`config.mk`:
```
export PLATFORM = sky130hd
export DESIGN_NAME = mx_elem_expand
export DESIGN_NICKNAME = d
export VERILOG_FILES = /design/src/rtl/mx_elem_expand.sv
export SDC_FILE = /design/constraint.sdc
export NUM_CORES = 1
export LEC_CHECK = 0
export CAP_MARGIN = 10
export CORE_ASPECT_RATIO = 0.6
export CORE_UTILIZATION = 49
export CTS_CLUSTER_SIZE = 8
export DETAILED_ROUTE_END_ITERATION = 10
export PLACE_DENSITY = 0.83
export SLEW_MARGIN = 10
export SYNTH_ARGS = -nofsm -noshare
export SYNTH_HDL_FRONTEND = slang
export SYNTH_SLANG_ARGS = --single-unit
```
`constraint.sdc`:
```
create_clock -name i_clk -period 2.9 [get_ports i_clk]
set_input_delay 0.435 -clock i_clk [delete_from_list [all_inputs] [get_ports i_clk]]
set_output_delay 0.435 -clock i_clk [all_outputs]
set_load 0.05 [all_outputs]
```
`src/rtl/mx_elem_expand.sv`:
```
// mx_elem_expand: expands one MX block (shared E8M0 scale + block_size
// sign-magnitude elements) into normalized wide floating-point fields.
// Two-stage valid/ready pipeline: stage 1 normalizes (leading-zero count),
// stage 2 forms exponent/mantissa and resolves the special cases.
module mx_elem_expand #(
  parameter int width_i    = 24,
  parameter int width_o    = 4,
  parameter int block_size = 32
) (
  input  logic               i_clk,
  input  logic               i_rst,
  input  logic               i_start,
  input  logic [7:0]         i_scale,
  output logic               o_busy,
  input  logic               i_valid,
  output logic               o_ready,
  input  logic [width_o:0]   i_elem,
  output logic               o_valid,
  input  logic               i_ready,
  output logic               o_sign,
  output logic [7:0]         o_exp,
  output logic [width_i-1:0] o_man,
  output logic               o_last,
  output logic               o_zero,
  output logic               o_ufl,
  output logic               o_nan
);

  localparam int CW  = (block_size > 1) ? $clog2(block_size) : 1;
  localparam int LZW = $clog2(width_o + 1);
  localparam logic [CW-1:0] LAST_IDX = CW'(block_size - 1);

  typedef enum logic [1:0] {
    ST_IDLE   = 2'd0,
    ST_STREAM = 2'd1,
    ST_DRAIN  = 2'd2
  } state_t;

  // Leading-zero count over the magnitude; a zero magnitude reports width_o.
  function automatic logic [LZW-1:0] lzc_f(input logic [width_o-1:0] m);
    logic [LZW-1:0] n;
    n = LZW'(width_o);
    for (int i = 0; i < width_o; i++) begin
      if (m[i]) n = LZW'(width_o - 1 - i);
    end
    return n;
  endfunction

  state_t            state_q;
  logic [CW-1:0]     cnt_q;
  logic [7:0]        scale_q;
  logic              busy_q;

  logic              vld_p1_q;
  logic              sign_p1_q;
  logic [width_o-1:0] mag_p1_q;
  logic [LZW-1:0]    lzc_p1_q;
  logic              last_p1_q;

  logic              vld_p2_q;
  logic              sign_p2_q;
  logic [7:0]        exp_p2_q;
  logic [width_i-1:0] man_p2_q;
  logic              last_p2_q;
  logic              zero_p2_q;
  logic              ufl_p2_q;
  logic              nan_p2_q;

  logic              adv_p1;
  logic              adv_p2;
  logic              accept;

  logic signed [8:0] e_p2_d;
  logic [width_o-1:0] shifted_p2_d;
  logic [7:0]        exp_p2_d;
  logic [width_i-1:0] man_p2_d;
  logic              zero_p2_d;
  logic              ufl_p2_d;
  logic              nan_p2_d;

  // Stall control: stage 2 drains when downstream takes or it is empty,
  // stage 1 moves whenever stage 2 can absorb it.
  always_comb begin
    adv_p2  = !vld_p2_q || i_ready;
    adv_p1  = !vld_p1_q || adv_p2;
    o_ready = (state_q == ST_STREAM) && adv_p1;
    accept  = i_valid && o_ready;
  end

  // Block sequencing: latch scale on start, count accepts, wait for drain.
  always_ff @(posedge i_clk or posedge i_rst) begin
    if (i_rst) begin
      state_q <= ST_IDLE;
      cnt_q   <= '0;
      scale_q <= '0;
      busy_q  <= 1'b0;
    end else begin
      case (state_q)
        ST_IDLE: begin
          if (i_start) begin
            scale_q <= i_scale;
            cnt_q   <= '0;
            state_q <= ST_STREAM;
            busy_q  <= 1'b1;
          end
        end
        ST_STREAM: begin
          if (accept) begin
            if (cnt_q == LAST_IDX) state_q <= ST_DRAIN;
            else                   cnt_q   <= cnt_q + CW'(1);
          end
        end
        ST_DRAIN: begin
          if (!vld_p1_q && !vld_p2_q) begin
            state_q <= ST_IDLE;
            busy_q  <= 1'b0;
          end
        end
        default: begin
          state_q <= ST_IDLE;
          busy_q  <= 1'b0;
        end
      endcase
    end
  end

  assign o_busy = busy_q;

  // ---- stage 1: capture element, normalize shift amount, last tag ----
  // Stage 1 occupancy.
  always_ff @(posedge i_clk or posedge i_rst) begin
    if (i_rst)       vld_p1_q <= 1'b0;
    else if (adv_p1) vld_p1_q <= accept;
  end

  // Stage 1 payload; only meaningful while vld_p1_q is set.
  always_ff @(posedge i_clk) begin
    if (accept) begin
      sign_p1_q <= i_elem[width_o];
      mag_p1_q  <= i_elem[width_o-1:0];
      lzc_p1_q  <= lzc_f(i_elem[width_o-1:0]);
      last_p1_q <= (cnt_q == LAST_IDX);
    end
  end

  // ---- stage 2: exponent, mantissa and special-case resolution ----
  // Output fields with NaN > zero > underflow priority.
  always_comb begin
    e_p2_d       = $signed({1'b0, scale_q}) - $signed({{(9-LZW){1'b0}}, lzc_p1_q});
    shifted_p2_d = mag_p1_q << lzc_p1_q;
    exp_p2_d     = 8'h00;
    man_p2_d     = '0;
    zero_p2_d    = 1'b0;
    ufl_p2_d     = 1'b0;
    nan_p2_d     = 1'b0;
    if (scale_q == 8'hFF) begin
      nan_p2_d = 1'b1;
      exp_p2_d = 8'hFF;
    end else if (mag_p1_q == '0) begin
      zero_p2_d = 1'b1;
    end else if (e_p2_d <= 9'sd0) begin
      ufl_p2_d = 1'b1;
    end else begin
      exp_p2_d = e_p2_d[7:0];
      man_p2_d[width_i-1 -: width_o] = shifted_p2_d;
    end
  end

  // Stage 2 register; holds everything while downstream stalls.
  always_ff @(posedge i_clk or posedge i_rst) begin
    if (i_rst) begin
      vld_p2_q  <= 1'b0;
      sign_p2_q <= 1'b0;
      exp_p2_q  <= 8'h00;
      man_p2_q  <= '0;
      last_p2_q <= 1'b0;
      zero_p2_q <= 1'b0;
      ufl_p2_q  <= 1'b0;
      nan_p2_q  <= 1'b0;
    end else if (adv_p2) begin
      vld_p2_q <= vld_p1_q;
      if (vld_p1_q) begin
        sign_p2_q <= sign_p1_q;
        exp_p2_q  <= exp_p2_d;
        man_p2_q  <= man_p2_d;
        last_p2_q <= last_p1_q;
        zero_p2_q <= zero_p2_d;
        ufl_p2_q  <= ufl_p2_d;
        nan_p2_q  <= nan_p2_d;
      end
    end
  end

  assign o_valid = vld_p2_q;
  assign o_sign  = sign_p2_q;
  assign o_exp   = exp_p2_q;
  assign o_man   = man_p2_q;
  assign o_last  = last_p2_q;
  assign o_zero  = zero_p2_q;
  assign o_ufl   = ufl_p2_q;
  assign o_nan   = nan_p2_q;

endmodule

```
# Word-level counts from Yosys, hierarchy flattened
# Index checks and enable logic that the tools add are counted.
# totals
inputBits	18
out_inout_bits	40
ff_bits	44
# op_classes
reduce_logical	17
n_eq_ne	9
muxes	27
n_shift	1
bitwise	1
order_cmp	1
addsub	2
# op_table
op	n
$mux 8	3
$mux 5	3
$mux 4	3
$mux 2	5
$pmux 5 s2	1
$le 9x1->1 const B	1
$mux 1	9
$sub 8x3->9	1
$eq 8x8->1 const B	1
$ne 2x2->1 const B	4
$reduce_and 4->1	2
$pmux 2 s3	1
$add 5x1->5 const B	1
$eq 5x5->1 const B	1
$logic_not 4->1	1
$reduce_and 2->1	2
$shl 4x3->4	1
$logic_and 1x1->1	3
$mux 3	1
$pmux 1 s3	1
$reduce_and 3->1	1
$reduce_or 3->1	1
$eq 2x1->1 const B	1
$eq 2x2->1 const B	1
7 further kinds	9

# Logic depth before layout (Yosys ltp)
# Gate-level depths: netlist of the first run.
# depth
depth_word	7
ltp_mapped	9
ltp_nobuf	9

# Worst setup path before layout of the first run
# No wires, ideal clock.
# synth_timing
kind	register to register
from	register lzc_p1_q[0]
to	register man_p2_q[21], in the netlist o_man[21]
t_arrival_ps	2096
setup_time_ps	110
path_buffers	0
synth_period_minus_slack_ps	2206
path_stages_with_launch	7
setup_slack_ps	694
required_time_ps	2790
cell_sequence	edfxtp_1 > ha_1 > fa_1 > and2b_2 > nor4_2 > or3_1 > o41ai_1
# synth_between
elab_chain_len	5
word_cells_on_any_way	6
classes_between	add/sub: 1; order compare: 1; shift: 1; mux: 3
# synth_lines
element	line_no	source
from (decl)	57	logic [LZW-1:0] lzc_p1_q;
from (signal assigned)	141	lzc_p1_q <= lzc_f(i_elem[width_o-1:0]);
$sub 8x3->9	149	e_p2_d = $signed({1'b0, scale_q}) - $signed({{(9-LZW){1'b0}}, lzc_p1_q});
$le 9x1->1	161	end else if (e_p2_d <= 9'sd0) begin
$mux 4 (*)	161	
$mux 4 (*)	159	end else if (mag_p1_q == '0) begin
$mux 4 (*)	156	if (scale_q == 8'hFF) begin
to (signal assigned)	185	man_p2_q <= man_p2_d;
to (decl)	63	logic [width_i-1:0] man_p2_q;
# Every way passes the cells marked *; elsewhere a longest branch is shown, timed or not.
# A chain may end at the register's enable or synchronous reset.

# Final worst setup path of the first run
# layout_timing
from	register lzc_p1_q[0]
to	register man_p2_q[22], in the netlist o_man[22]
# The elaborated chain is that of the path after synthesis.

==> results of run 1 <==
[final cells by class]
class / instances / area, um2 / share of cell area
Clock buffer: 5 / 68.82 / 0.02524
Tap cell: 60 / 75.07 / 0.02754
Multi-Input combinational cell: 149 / 968.4 / 0.3552
Inverter: 10 / 37.54 / 0.01377
Clock inverter: 3 / 37.54 / 0.01377
Sequential cell: 44 / 1146 / 0.4204
Timing Repair Buffer: 40 / 392.9 / 0.1441
[layout by cell type, fill, tap and decap left out, drive strengths merged, types with 5 or more instances in the layout]
master / synthesis / final
o21ai: 13 / 13
inv: 10 / 10
nand2: 16 / 16
ha: 6 / 6
xor2: 5 / 5
a21oi: 8 / 8
dfrtp: 35 / 35
nor2: 13 / 13
mux2: 8 / 8
edfxtp: 9 / 9
nor4: 5 / 5
nand3: 5 / 5
clkdlybuf4s50: 0 / 37
clkbuf: 1 / 5
conb: 1 / 20
[state kept, by name, summed over array words and instances (netlist names)]
signal,count
o_zero,1
o_sign,1
vld_p1_q,1
state_q,2
o_ufl,1
last_p1_q,1
o_man,4
o_busy,1
o_valid,1
cnt_q,5
lzc_p1_q,3
mag_p1_q,4
scale_q,8
o_nan,1
o_last,1
o_exp,8
sign_p1_q,1
[critical path, stage by stage, from the launching register on]
cell and delay [ns]:
edfxtp_1 0.52, ha_1 0.25, fa_1 0.38, and2b_2 0.28, nor4_2 0.07, or3_1 0.42
o41ai_1 0.40
[cell families after synthesis]
| kind of cell | after synthesis | synth area share |
|---|---|---|
| simple gates | 67 | 0.1649 |
| fa+ha+maj | 7 | 0.04234 |
| flops | 44 | 0.5103 |
| other cells | 1 | 0.001670 |
| xor+xnor | 6 | 0.02674 |
| compound gates | 39 | 0.1148 |
| mux | 10 | 0.04903 |
| buf+inv | 32 | 0.09025 |
[metrics by stage]
step	hold slack, ns	total power (W)	instance area (um2)	cells	utilization
floorplan	0.4555	0.002022	2317	225	-
global placement	0.4593	0.002366	2620	303	0.6155
detailed placement	0.4707	0.002408	2620	303	0.6155
CTS	0.4896	0.002859	2726	311	0.6405
global route	0.5129	0.003025	2726	311	0.6405
finish	0.4863	0.002844	2726	311	0.6405
[report_power, final]
| group | switching [W] | total, W | internal (W) |
|---|---|---|---|
| clock | 0.000198 | 0.000449 | 0.000251 |
| combinational | 0.000834 | 0.00135 | 0.000514 |
| sequential | 0.000193 | 0.00105 | 0.000854 |
[path summary, 6_finish.rpt]
| kind | to | slack (ns) | cells after the start |
|---|---|---|---|
| max | o_man[22] | 0.45 | 6 |
| min | o_last | 0.49 | 1 |
| max reg2reg | o_man[22] | 0.45 | 6 |
| min reg2reg | o_last | 0.49 | 1 |
| max in group asynchronous | o_man[21] | 2.05 | 3 |
| min in group asynchronous | state_q[1] | 0.53 | 3 |
[layer usage]
| layer | vias up | routed length (um) | share of wire | GRT usage |
|---|---|---|---|---|
| met5 | - | 0 | 0 | 0 |
| met4 | 0 | 48 | 0.011 | 0.06614 |
| met3 | 6 | 182 | 0.043 | 0.04676 |
| met2 | 49 | 1754 | 0.42 | 0.2837 |
| met1 | 769 | 2233 | 0.53 | 0.2856 |
| li1 | 782 | - | - | - |
==> results.md, run 1 <==
* Outcome: complete, no violations
* Clk_skew at 0.009758 ns
* Worst setup path category: flip-flop to flip-flop
* Core Area at 4257 um2
* Final TNS setup at 0 ns
* Hold buffers post-CTS at 0
* GPL Wtd Cong at 0.7918
* WL/cell at 13.56 um
* Die width at 89.40 um
* TritonCTS Sinks at 44
* Final WS setup at 0.4476 ns
* Max Freq at 407.8 MHz
* Rows at 18
* H-Tree Level Count at 2
* GR Util All Layers at 0.1947
* Initial DRC Count at 81
* Final period util at 0.8457
* Mean post-synth cell area at 10.90 um2
* Top_reg_cell synth: dfrtp_1
* Ys async rst share at 0.7955
* R2R Path Start: lzc_p1_q[0]
* Post-synth EDFFs at 9
* Antenna viol nets, final at 0
* Starting density of the core at 0.5276
* Full die area at 4867 um2
* Initial DRT Pass Iterations at 4
* Wire length of the first global-routing pass at 6.831 mm
* Worst EP required at 3.07 ns
* Arrival time worst endpoint at 2.62 ns
* Flop and latch count out of synthesis at 44
* Slew of the pin with the lowest slew margin at 1.048 ns
* Hold Crit Class: flip-flop to flip-flop
* Pin count of the biggest net entering global routing at 36
* Fill cell count at 353
* Setup crit start: lzc_p1_q[0]
* Type of origin of the critical path: flip-flop
* Hold Crit Start: last_p1_q
* Final Hold Fails at 0
* Die height at 54.44 um
* Initial antenna violation count at 0
* Count leader, synth: dfrtp_1
* Final Max Slew Viols at 0
* RSZ-0062 raised after global routing: no
* Top cell type's share of synthesized area at 0.3900
* Worst Setup End Kind: flip-flop
* Vias at 1606
* Max VDD drop at 0.5360 mV
* Ranking of synthesized cells by area: dfrtp_1, edfxtp_1, buf_4, mux2_2, ha_1
* Detailed-route wire length at 4.218 mm
* Sequential cell area fraction in the yosys report at 0.5103
* Clock-pin slew on the worst setup and hold paths at 0.08 ns
* CTS tree: yes
* Routed vias/inst at 5.164
* N_diodes at 0
* Crit Path Max Fanout at 8
* Final setup vio count at 0
* Drt drc at 0
* Number of global-route vias before repair at 1454
* Nets at 275
* Placed wire-length estimate at 3.228 mm
* I/O pins at 58
* CTS max path bufs at 2
* Area delta synth->final at 21.39%
* Pre-CTS setup slack at 0.4658 ns
* Max-cap violations at 0
* Power Dens Cells at 1043 nW/um2
* Post-CTS setup buffer count at 0
* Shortest period the worst path allows at 2.452 ns
* Later-pin clock latency in the skew report at 0.30 ns
* Gr ovfl total at 0
* Port bufs at 37
* Leading area contributor after synthesis: dfrtp_1
* Slew headroom at 0.2963
* Leakage power at 1.193 nW
* Layout cells sized above 1 at 0.1235
* Synth Cell Area at 2246 um2
* Ys Warns at 0
* Cells after Synth at 206
* Most frequent cells after synthesis: dfrtp_1, buf_4, nand2_1
* Synth cell types at 52
* Root Buffer: clkbuf_8
* Post-cts resize count at 0
* CTS Buf Count at 5
Note: power is estimated with default switching activity, not from simulation.
==> inputs of run 2 (changes only) <==
--- a/config.mk
+++ b/config.mk
@@ -7,10 +7,10 @@
 export LEC_CHECK = 0
 export CAP_MARGIN = 10
 export CORE_ASPECT_RATIO = 0.6
-export CORE_UTILIZATION = 49
+export CORE_UTILIZATION = 44
 export CTS_CLUSTER_SIZE = 8
 export DETAILED_ROUTE_END_ITERATION = 10
-export PLACE_DENSITY = 0.83
+export PLACE_DENSITY = 0.79
 export SLEW_MARGIN = 10
 export SYNTH_ARGS = -nofsm -noshare
 export SYNTH_HDL_FRONTEND = slang
==> constraint.sdc (replaced) <==
create_clock -name i_clk -period 2.05 [get_ports i_clk]
set_input_delay 0.3075 -clock i_clk [delete_from_list [all_inputs] [get_ports i_clk]]
set_output_delay 0.3075 -clock i_clk [all_outputs]
set_load 0.05 [all_outputs]
==> run 2 against run 1 <==
Cell area is 11% higher; die area is 11% higher; critical endpoint is now o_man[20]; highest routed layer unchanged; clock-buffer cell count up 2; critical path type unchanged; sequential share of layout area decreased by 4.2 points; the flow now finishes with violations (setup timing); largest power group unchanged; non-clock buffer count up 24; critical path depth did not move.
==> results.md, run 2 (same netlist as run 1, synthesis figures left out) <==
* Outcome: finished, violations left
* Failing checks: setup timing
* Leakage power at 1.340 nW
* Routed vias/inst at 5.101
* Worst R2R Path Depth at 6
* Rows at 19
* Clk_skew at 0.007925 ns
* CTS tree: yes
* Final Max Slew Viols at 0
* Layout cells sized above 1 at 0.2509
* Pin count of the biggest net entering global routing at 36
* Max incr delay on CP at 0.42 ns
* Max-cap violations at 0
* GR Util All Layers at 0.1959
* Initial DRT Pass Iterations at 4
* Shortest period the worst path allows at 2.195 ns
* Gr ovfl total at 0
* Final Hold Fails at 0
* TritonCTS Sinks at 44
* Area delta synth->final at 34.76%
* Final WS setup at -0.1455 ns
* Worst EP required at 2.23 ns
* Wire length of the first global-routing pass at 8.100 mm
* RSZ-0062 raised after global routing: yes
* H-Tree Level Count at 2
* Initial antenna violation count at 0
* Final setup vio count at 9
* Detailed-route wire length at 4.818 mm
* CTS max path bufs at 2
* Crit Path Max Fanout at 4
* Max VDD drop at 0.9427 mV
* Die height at 57.34 um
* WP buf/inv at 0
* Number of global-route vias before repair at 1710
* Worst Setup End Kind: flip-flop
* Most common cell after layout, fill and taps aside: clkdlybuf4s50_1
* DP Area at 2831 um2
* CP max-delay cell: or3_4
* Crit-path cells: ha_2 -> fa_2 -> and2b_2 -> nor4_2 -> or3_4 -> o41ai_1
* Final Core Density at 0.6398
* Fin area at 3027 um2
* Worst r2r dst: o_man[20]
* Power Dens Cells at 1517 nW/um2
* Die width at 94.24 um
* Slew of the pin with the lowest slew margin at 1.014 ns
* Initial DRC Count at 58
* Final period util at 1.071
* Hold buffers post-CTS at 0
* Type of origin of the critical path: flip-flop
* Drt drc at 0
* Core Area at 4731 um2
* Hold Crit Class: primary input to async pin
* GPL Wtd Cong at 0.8004
* N_diodes at 0
* Full die area at 5403 um2
* Later-pin clock latency in the skew report at 0.29 ns
* Root Buffer: clkbuf_8
* Vias at 1724
* Placed wire-length estimate at 3.531 mm
* CTS Buf Count at 5
* I/O pins at 58
* Reg2reg setup slack at -0.15 ns
* Arrival time worst endpoint at 2.38 ns
* Clock-pin slew on the worst setup and hold paths at 0.08 ns
* R2R Path Start: lzc_p1_q[0]
* Slew headroom at 0.3187
* Worst setup path category: flip-flop to flip-flop
* Antenna viol nets, final at 0
* Cell family with most CP delay: simple AND/OR/NAND/NOR gates
* Max Freq at 455.5 MHz
* Starting density of the core at 0.4747
* Nets at 299
* Most frequent cells in the layout: clkdlybuf4s50_1, dfrtp_1, buf_4
* Port bufs at 37
* WL/cell at 14.25 um
==> run 2: per-layer routing <==
layer | GRT usage | wire (um) | up-vias
met4 | 0.04176 | 27 | 0
met2 | 0.3023 | 2162 | 60
met1 | 0.2846 | 2408 | 831
li1 | - | - | 826
met5 | 0 | 0 | -
met3 | 0.04400 | 220 | 7
==> run 2: layout make-up <==
class                           instances  area (um2)
Clock inverter                          1       30.03
Fill cell                             378        1704
Multi-Input combinational cell        149        1071
Inverter                               10       37.54
Sequential cell                        44        1146
Timing Repair Buffer                   64       586.8
Clock buffer                            7       76.32
Tap cell                               63       78.83
==> run 2: worst reg2reg max path, stage by stage, from the launching register on <==
cell and delay, ns:
edfxtp_1 0.41, ha_2 0.21, fa_2 0.36, and2b_2 0.30, nor4_2 0.07, or3_4 0.42
o41ai_1 0.33
==> run 2: report_power, final <==
part	internal, W	leakage [nW]	switching [W]	total, W
logic	0.00109	0.769	0.00141	0.00250
clock network	0.000365	0.0524	0.000286	0.000651
registers	0.00121	0.519	0.000234	0.00144
total	0.00266	1.34	0.00193	0.00459
==> run 2: repair_timing <==
| action | in CTS | in global routing |
|---|---|---|
| setup endpoints to repair | 9 | 13 |
| gates resized for setup | 7 | 11 |
| pin swaps | 6 | 4 |
| setup buffers | 2 | 0 |
| cloned | 0 | 0 |
==> run 2: worst max path at each step <==
stage	end	slack, ns	from	cells past startpoint
finish	o_man[20]	-0.15	lzc_p1_q[0]	6
global route	o_man[20]	-0.27	scale_q[0]	7
CTS	o_man[22]	-0.11	lzc_p1_q[1]	9
detailed placement	o_man[22]	-0.16	scale_q[0]	9
global placement	o_man[21]	-0.12	scale_q[0]	9
floorplan	o_man[21]	-0.1	lzc_p1_q[0]	8
==> run 2: through the flow <==
step           instances  hold slack (ns)  setup TNS [ns]  power (W)  setup WS (ns)
2_1_floorplan        225           0.4064         -0.3570   0.002893       -0.09955
3_3_place_gp         328           0.4586         -0.5916   0.003701        -0.1156
3_5_place_dp         328           0.4679          -1.016   0.003757        -0.1575
4_1_cts              338           0.4305         -0.5839   0.004493        -0.1080
5_1_grt              338           0.4857          -1.718   0.004860        -0.2678
6_report             338           0.4145         -0.7258   0.004591        -0.1455
